### src/rtl/exc_sched_if.sv
// M-stage, CP0 and redirect signals seen by the exception sequencer.
// The slave modport is the sequencer's view; master is the environment's view.
interface exc_sched_if;
  logic        M_Valid;
  logic [31:0] M_VPC;
  logic        M_BD;
  logic [4:0]  M_ExcCode;
  logic        M_Eret;
  logic        M_Mtc0;
  logic [4:0]  M_CP0Add;
  logic [31:0] M_CP0Data;
  logic [5:0]  HWIntRaw;
  logic        CP0_Req;
  logic [31:0] CP0_EPC;
  logic        CP0_en;
  logic [4:0]  CP0_Add;
  logic [31:0] CP0_In;
  logic [31:0] CP0_VPC;
  logic        CP0_BD;
  logic [4:0]  CP0_ExcCode;
  logic [5:0]  CP0_HWInt;
  logic        CP0_EXLClr;
  logic        Flush;
  logic        NPCSel;
  logic [31:0] NPCTarget;
  logic        Draining;
  logic [15:0] ExcCount;

  modport slave (
    input  M_Valid, M_VPC, M_BD, M_ExcCode, M_Eret, M_Mtc0, M_CP0Add, M_CP0Data,
           HWIntRaw, CP0_Req, CP0_EPC,
    output CP0_en, CP0_Add, CP0_In, CP0_VPC, CP0_BD, CP0_ExcCode, CP0_HWInt,
           CP0_EXLClr, Flush, NPCSel, NPCTarget, Draining, ExcCount
  );

  modport master (
    output M_Valid, M_VPC, M_BD, M_ExcCode, M_Eret, M_Mtc0, M_CP0Add, M_CP0Data,
           HWIntRaw, CP0_Req, CP0_EPC,
    input  CP0_en, CP0_Add, CP0_In, CP0_VPC, CP0_BD, CP0_ExcCode, CP0_HWInt,
           CP0_EXLClr, Flush, NPCSel, NPCTarget, Draining, ExcCount
  );
endinterface

### src/rtl/exc_sched.sv
// Exception/interrupt sequencer between the M stage and CP0: drives CP0 writes,
// flush and PC redirect, then masks stale M-stage inputs while the pipe drains.
module exc_sched #(
  parameter logic [31:0] HANDLER_ADDR = 32'h0000_4180,
  parameter logic [31:0] RESET_PC     = 32'h0000_3000,
  parameter int unsigned DRAIN_CYCLES = 3
) (
  input logic        clk,
  input logic        reset,
  exc_sched_if.slave bus
);

  localparam int unsigned CNT_W = 3;
  localparam int unsigned XCW   = 16;

  typedef enum logic {
    RUN   = 1'b0,
    DRAIN = 1'b1
  } state_t;

  state_t           state_q, state_d;
  logic [CNT_W-1:0] cnt_q, cnt_d;
  logic [31:0]      last_vpc_q;
  logic             last_bd_q;
  logic [5:0]       hwint_q;
  logic [XCW-1:0]   exc_count_q;

  logic run_c, valid_c, req_c, exlclr_c, flush_c;

  // Next state and all same-cycle outputs; M inputs count as a bubble in DRAIN.
  always_comb begin
    state_d        = state_q;
    cnt_d          = cnt_q;
    run_c          = (state_q == RUN);
    valid_c        = run_c & bus.M_Valid;
    req_c          = run_c & bus.CP0_Req;
    exlclr_c       = valid_c & bus.M_Eret & ~req_c;
    flush_c        = req_c | exlclr_c;

    bus.CP0_en      = valid_c & bus.M_Mtc0 & ~req_c;
    bus.CP0_Add     = run_c ? bus.M_CP0Add : 5'd0;
    bus.CP0_In      = run_c ? bus.M_CP0Data : 32'd0;
    bus.CP0_VPC     = valid_c ? bus.M_VPC : last_vpc_q;
    bus.CP0_BD      = valid_c ? bus.M_BD : last_bd_q;
    bus.CP0_ExcCode = valid_c ? bus.M_ExcCode : 5'd0;
    bus.CP0_HWInt   = run_c ? hwint_q : 6'd0;
    bus.CP0_EXLClr  = exlclr_c;
    bus.Flush       = flush_c;
    bus.NPCSel      = flush_c;
    bus.NPCTarget   = 32'd0;
    bus.Draining    = ~run_c;
    bus.ExcCount    = exc_count_q;

    if (req_c) begin
      bus.NPCTarget = HANDLER_ADDR;
    end else if (exlclr_c) begin
      bus.NPCTarget = bus.CP0_EPC;
    end

    case (state_q)
      RUN: begin
        if (flush_c) begin
          state_d = DRAIN;
          cnt_d   = CNT_W'(DRAIN_CYCLES - 1);
        end
      end
      DRAIN: begin
        if (cnt_q == '0) begin
          state_d = RUN;
        end else begin
          cnt_d = cnt_q - 1'b1;
        end
      end
      default: state_d = RUN;
    endcase
  end

  always_ff @(posedge clk) begin
    if (reset) begin
      state_q     <= RUN;
      cnt_q       <= '0;
      last_vpc_q  <= RESET_PC;
      last_bd_q   <= 1'b0;
      hwint_q     <= 6'd0;
      exc_count_q <= '0;
    end else begin
      state_q <= state_d;
      cnt_q   <= cnt_d;
      hwint_q <= bus.HWIntRaw;
      if (valid_c) begin
        last_vpc_q <= bus.M_VPC;
        last_bd_q  <= bus.M_BD;
      end
      // Saturating count of taken exceptions/interrupts.
      if (req_c && (exc_count_q != {XCW{1'b1}})) begin
        exc_count_q <= exc_count_q + XCW'(1);
      end
    end
  end

endmodule

### src/flat_wrapper.sv
// flat-port wrapper written by rule: the top's interface ports become plain ports
module exc_sched_flat 
#(
  parameter logic [31:0] HANDLER_ADDR = 32'h0000_4180,
  parameter logic [31:0] RESET_PC     = 32'h0000_3000,
  parameter int unsigned DRAIN_CYCLES = 3
)
  (clk, reset, bus_M_Valid, bus_M_VPC, bus_M_BD, bus_M_ExcCode, bus_M_Eret, bus_M_Mtc0, bus_M_CP0Add, bus_M_CP0Data, bus_HWIntRaw, bus_CP0_Req, bus_CP0_EPC, bus_CP0_en, bus_CP0_Add, bus_CP0_In, bus_CP0_VPC, bus_CP0_BD, bus_CP0_ExcCode, bus_CP0_HWInt, bus_CP0_EXLClr, bus_Flush, bus_NPCSel, bus_NPCTarget, bus_Draining, bus_ExcCount);
  exc_sched_if bus_i ();
  input logic clk;
  input logic reset;
  input wire logic [$bits(bus_i.M_Valid)-1:0] bus_M_Valid;
  input wire logic [$bits(bus_i.M_VPC)-1:0] bus_M_VPC;
  input wire logic [$bits(bus_i.M_BD)-1:0] bus_M_BD;
  input wire logic [$bits(bus_i.M_ExcCode)-1:0] bus_M_ExcCode;
  input wire logic [$bits(bus_i.M_Eret)-1:0] bus_M_Eret;
  input wire logic [$bits(bus_i.M_Mtc0)-1:0] bus_M_Mtc0;
  input wire logic [$bits(bus_i.M_CP0Add)-1:0] bus_M_CP0Add;
  input wire logic [$bits(bus_i.M_CP0Data)-1:0] bus_M_CP0Data;
  input wire logic [$bits(bus_i.HWIntRaw)-1:0] bus_HWIntRaw;
  input wire logic [$bits(bus_i.CP0_Req)-1:0] bus_CP0_Req;
  input wire logic [$bits(bus_i.CP0_EPC)-1:0] bus_CP0_EPC;
  output wire logic [$bits(bus_i.CP0_en)-1:0] bus_CP0_en;
  output wire logic [$bits(bus_i.CP0_Add)-1:0] bus_CP0_Add;
  output wire logic [$bits(bus_i.CP0_In)-1:0] bus_CP0_In;
  output wire logic [$bits(bus_i.CP0_VPC)-1:0] bus_CP0_VPC;
  output wire logic [$bits(bus_i.CP0_BD)-1:0] bus_CP0_BD;
  output wire logic [$bits(bus_i.CP0_ExcCode)-1:0] bus_CP0_ExcCode;
  output wire logic [$bits(bus_i.CP0_HWInt)-1:0] bus_CP0_HWInt;
  output wire logic [$bits(bus_i.CP0_EXLClr)-1:0] bus_CP0_EXLClr;
  output wire logic [$bits(bus_i.Flush)-1:0] bus_Flush;
  output wire logic [$bits(bus_i.NPCSel)-1:0] bus_NPCSel;
  output wire logic [$bits(bus_i.NPCTarget)-1:0] bus_NPCTarget;
  output wire logic [$bits(bus_i.Draining)-1:0] bus_Draining;
  output wire logic [$bits(bus_i.ExcCount)-1:0] bus_ExcCount;
  assign bus_i.M_Valid = bus_M_Valid;
  assign bus_i.M_VPC = bus_M_VPC;
  assign bus_i.M_BD = bus_M_BD;
  assign bus_i.M_ExcCode = bus_M_ExcCode;
  assign bus_i.M_Eret = bus_M_Eret;
  assign bus_i.M_Mtc0 = bus_M_Mtc0;
  assign bus_i.M_CP0Add = bus_M_CP0Add;
  assign bus_i.M_CP0Data = bus_M_CP0Data;
  assign bus_i.HWIntRaw = bus_HWIntRaw;
  assign bus_i.CP0_Req = bus_CP0_Req;
  assign bus_i.CP0_EPC = bus_CP0_EPC;
  assign bus_CP0_en = bus_i.CP0_en;
  assign bus_CP0_Add = bus_i.CP0_Add;
  assign bus_CP0_In = bus_i.CP0_In;
  assign bus_CP0_VPC = bus_i.CP0_VPC;
  assign bus_CP0_BD = bus_i.CP0_BD;
  assign bus_CP0_ExcCode = bus_i.CP0_ExcCode;
  assign bus_CP0_HWInt = bus_i.CP0_HWInt;
  assign bus_CP0_EXLClr = bus_i.CP0_EXLClr;
  assign bus_Flush = bus_i.Flush;
  assign bus_NPCSel = bus_i.NPCSel;
  assign bus_NPCTarget = bus_i.NPCTarget;
  assign bus_Draining = bus_i.Draining;
  assign bus_ExcCount = bus_i.ExcCount;
  exc_sched #(.HANDLER_ADDR(HANDLER_ADDR), .RESET_PC(RESET_PC), .DRAIN_CYCLES(DRAIN_CYCLES)) u_core (.clk(clk), .reset(reset), .bus(bus_i));
endmodule
### config.mk
export PLATFORM = sky130hd
export DESIGN_NAME = exc_sched_flat
export DESIGN_NICKNAME = d
export VERILOG_FILES = /design/src/rtl/exc_sched_if.sv /design/src/rtl/exc_sched.sv /design/src/flat_wrapper.sv
export SDC_FILE = /design/constraint.sdc
export NUM_CORES = 1
export LEC_CHECK = 0
export CORE_AREA = 2 2 97 99
export DETAILED_ROUTE_END_ITERATION = 10
export DIE_AREA = 0 0 99 101
export MAX_ROUTING_LAYER = met4
export PLACE_DENSITY = 0.81
export SLEW_MARGIN = 0
export SYNTH_ARGS = -nofsm -noshare
export SYNTH_HDL_FRONTEND = slang
export SYNTH_SLANG_ARGS = --single-unit
### constraint.sdc
create_clock -name clk -period 3.57 [get_ports clk]
set_clock_uncertainty 0.1 [all_clocks]
set_input_delay 0.714 -clock clk [delete_from_list [all_inputs] [get_ports clk]]
set_output_delay 0.714 -clock clk [all_outputs]
set_load 0.05 [all_outputs]
==> run summary <==
The dominant synthesized flop cell was sky130_fd_sc_hd__dfxtp_1. The count of buffers added by post-CTS timing repair for setup is 0, and the share of layout cells above drive strength 1 is 16.5%. Entering global routing, the biggest net connects 64 pins.

The class of the tightest hold or removal check was flop to flop. In the global route stage, met3 resource usage came out at 5.06%. Synthesis produced 408 cells. In this run the horizontal extent of the chip is 99 um. First-pass detailed-route iteration total: 5.

In the final timing run, aggregate negative setup slack is 0 ns. The slowest stage of the critical path is the sky130_fd_sc_hd__clkdlybuf4s50_1 cell. The average via count per standard cell works out to 4.85. TritonCTS built the clock tree. The synthesized netlist devotes 9.68% of its cell area to compound gates. Setup repair after global routing left no endpoint under its margin. During synthesis, Yosys emitted a total of 0 warnings. Summing the areas of all xor and xnor instances in the mapped netlist gives 0.287% of the synthesized area.

The number of buffers and inverters on the critical path is 3. The delay contributed by the slowest stage of the critical path was 0.47 ns; the required time at the worst-slack endpoint was 2.76 ns. The logs give 3669 for the via count of the first global-routing pass and 35 for the number of placement rows. The number of different library cells used by synthesis comes to 47. Leaving out fill and tap cells, the most frequent cells in the layout are sky130_fd_sc_hd__clkdlybuf4s50_1 (177), sky130_fd_sc_hd__nand2_1 (111), sky130_fd_sc_hd__buf_12 (75). The design draws 0.00233 W. Shortest period the worst path allows: 3.01 ns. The later pin in the worst-skew pair is clocked with a latency of 0.33 ns. In this run the most used layer during global routing was met2.

Max-cap violations in this run came to 0. The post-cts repair resize count was 0; the multi-input logic area was 1750 sq um. The average wire per cell in the routed design came out at 15.1 um.

After synthesis, the share of flip-flops with an asynchronous set or reset is 0%. The register bit total from synthesis is 59, and the remaining antenna violation count is 0. After synthesis, the share of cell area in mux cells is 1.76%.

The worst-case IR drop observed on VDD is 0.000186 V. The basic-gate share of the synthesized area counting and, or, nand and nor cells is 44.4%, and the number of H-tree levels is 3. The post-synthesis adder-cell area fraction is 1.23%, and the peak fanout along the critical path is 34. The congestion estimate from routability-driven global placement came to 0.936.

For the data arrival at the endpoint of the critical path, the log shows 2.20 ns. The flow ran to the end, and the final reports show no timing, DRC or antenna violations. The library cell used most frequently in the layout, excluding fill and tap cells, is sky130_fd_sc_hd__clkdlybuf4s50_1. The root buffer selected by CTS was sky130_fd_sc_hd__clkbuf_8. The logic depth of the worst path, buffers included is 5. The global routing met1 resource utilization is 23.2%, and the height of the die is 101 um. In this run the deepest clock path goes through 2 buffers. Synthesis produced a netlist with a net count of 530.

The critical setup path kind was input pin to output pin. For the initial antenna violation count, the log shows 0. STA classifies the critical path startpoint as an input pin. The final layout contains 772 nets.

At the pin with the least slew margin, the transition time is 1.12 ns. Post-route clock period utilization: 84.3%. The number of filler instances in the final layout was 627; the area fraction of the dominant cell type after synthesis was 38.7%. The overall routing resource usage was 23.1%; the worst slew margin relative to its limit was 25.2%. After synthesis, the cell types taking the most area are sky130_fd_sc_hd__dfxtp_1 (39%), sky130_fd_sc_hd__nand2_1 (14%), sky130_fd_sc_hd__nor2b_1 (11%). On the critical path the largest part of the delay comes from buffers and inverters. Counting flops with a built-in enable in the synthesized netlist gives 0. CTS saw 59 sinks. The total count of hold-check failures in the final report is 0. Summing the sequential cell areas from Yosys gives 38.7% of the chip area.

For met2 alone, demand over resource in global routing was 42.8%. Summed over all nets, the half-perimeter wirelength after detailed placement is 9.15 mm. The run gives 34.0% as the initial standard-cell utilization of the core. The worst setup path is captured at an output pin.

Counting instances, the worst hold path has a depth of 2. The total of endpoints with negative setup slack in the final report was 0; the count of port buffers added during placement was 252. After synthesis, the mean cell area works out to 7.48 sq um. The first global-routing pass estimated 17.7 mm of wire.

sky130_fd_sc_hd__dfxtp_1 takes more of the synthesized area than any other cell. The number of antenna diodes in the final layout is 0. Summing over every cut layer, the via total after detailed routing is 3716. Cell area after synthesis: 3050 sq um. The area of the core came out at 8980 sq um.

For this run, the top clock speed supported by timing is 332 MHz. For this run, design rule violations remaining after detail routing come to 0. In this run the count of I/O pins placed on the die edge is 253. The die area was 10000 sq um; the total grt overflow was 0. The first routing iteration left 144 violations. After clock tree synthesis, the flow added hold-fix buffers numbering 0. Summed over all cells, the static leakage comes to 2.72 nW. Measured in cells, the most critical reg-to-reg path has a length of 5.

Number of pins with negative max-slew slack in the final report: 0. The logs give 1180 sq um for the flip-flop and latch area and 11.6 mm for the total length of routed wires. Dominant combinational cell family by area after synthesis: simple AND/OR/NAND/NOR gates. For this design the ratio of total power to cell area is 354 nW/um^2. The area growth from synthesis to layout is 116%. After clock tree synthesis, the clock-pin slew on the worst setup and hold paths is 0.07 ns. Traced cell by cell, the critical path runs through clkdlybuf4s50_1 -> nand2b_1 -> buf_4 -> nor3b_1 -> buf_12. For the number of buffers added by the clock tree synthesis step, the log shows 9.
[kinds of logic (layout without fill, tap and decap cells)]
group | Yosys count | in the layout
simple gates | 260 | 260
flops | 59 | 59
compound gates | 50 | 50
buf+inv | 30 | 277
mux | 5 | 5
fa+ha+maj | 3 | 3
xor+xnor | 1 | 1
[sequential cells by signal (all words and copies together) (netlist names)]
name                 flops
u_core.bus.ExcCount     16
u_core.cnt_q             3
u_core.hwint_q           6
u_core.bus.Draining      1
u_core.last_vpc_q       32
u_core.last_bd_q         1
[where the power goes]
| group | switching (W) | internal (W) |
|---|---|---|
| clock | 0.000250 | 0.000338 |
| sequential | 0.0000242 | 0.000693 |
| combinational | 0.000566 | 0.000462 |
| total | 0.000841 | 0.00149 |
[worst paths after layout]
path	end	from	slack, ns
max	bus_CP0_en	bus_M_Valid	0.56
min	u_core.last_vpc_q[23]	u_core.last_vpc_q[23]	0.37
max reg2reg	u_core.bus.ExcCount[14]	u_core.bus.ExcCount[0]	1.63
min reg2reg	u_core.last_vpc_q[23]	u_core.last_vpc_q[23]	0.37
[cell type report]
class / instances / share of cell area (%)
repair buffers: 256 / 50.1
multi-input cells: 319 / 26.6
flip-flops and latches: 59 / 17.9
clock buffers: 11 / 2.15
well taps: 111 / 2.11
clock inverters: 5 / 0.798
inverters: 5 / 0.285
[stage by stage]
step	area (sq um)	util (%)	setup WS, ns	hold WS (ns)	std cells
2_1_floorplan	3050	-	0.434	0.344	408
3_3_place_gp	6390	71.2	0.576	0.350	750
3_5_place_dp	6390	71.2	0.564	0.357	750
4_1_cts	6590	73.4	0.559	0.366	766
5_1_grt	6590	73.4	0.418	0.389	766
6_report	6590	73.4	0.560	0.365	766
[metal layers]
| layer | up-vias | wire length [um] |
|---|---|---|
| li1 | 1814 | - |
| met1 | 1669 | 4140 |
| met2 | 208 | 6170 |
| met3 | 25 | 935 |
| met4 | 0 | 333 |
| met5 | - | 0 |
[synthesized netlist by cell type, types with 2 or more instances]
library cell / number
sky130_fd_sc_hd__a21oi_1: 36
sky130_fd_sc_hd__a31oi_1: 2
sky130_fd_sc_hd__and2_1: 34
sky130_fd_sc_hd__and3_1: 4
sky130_fd_sc_hd__buf_1: 3
sky130_fd_sc_hd__buf_2: 3
sky130_fd_sc_hd__clkbuf_1: 18
sky130_fd_sc_hd__dfxtp_1: 59
sky130_fd_sc_hd__ha_1: 3
sky130_fd_sc_hd__inv_1: 5
sky130_fd_sc_hd__mux2_2: 2
sky130_fd_sc_hd__mux2i_1: 2
sky130_fd_sc_hd__nand2_1: 111
sky130_fd_sc_hd__nand2b_1: 5
sky130_fd_sc_hd__nand3_1: 3
sky130_fd_sc_hd__nand4_1: 4
sky130_fd_sc_hd__nor2_1: 18
sky130_fd_sc_hd__nor2b_1: 55
sky130_fd_sc_hd__nor3_1: 10
sky130_fd_sc_hd__nor4_2: 2
sky130_fd_sc_hd__o21ai_0: 2
sky130_fd_sc_hd__or2_2: 2
[worst register-to-register path, stage by stage (launching register included)]
cell                       delay, ns
sky130_fd_sc_hd__dfxtp_1        0.44
sky130_fd_sc_hd__ha_1           0.28
sky130_fd_sc_hd__nand3b_1       0.17
sky130_fd_sc_hd__nor4_2         0.47
sky130_fd_sc_hd__a31oi_1        0.15
sky130_fd_sc_hd__a311oi_1       0.24
Power figures use the tool's default switching activity.
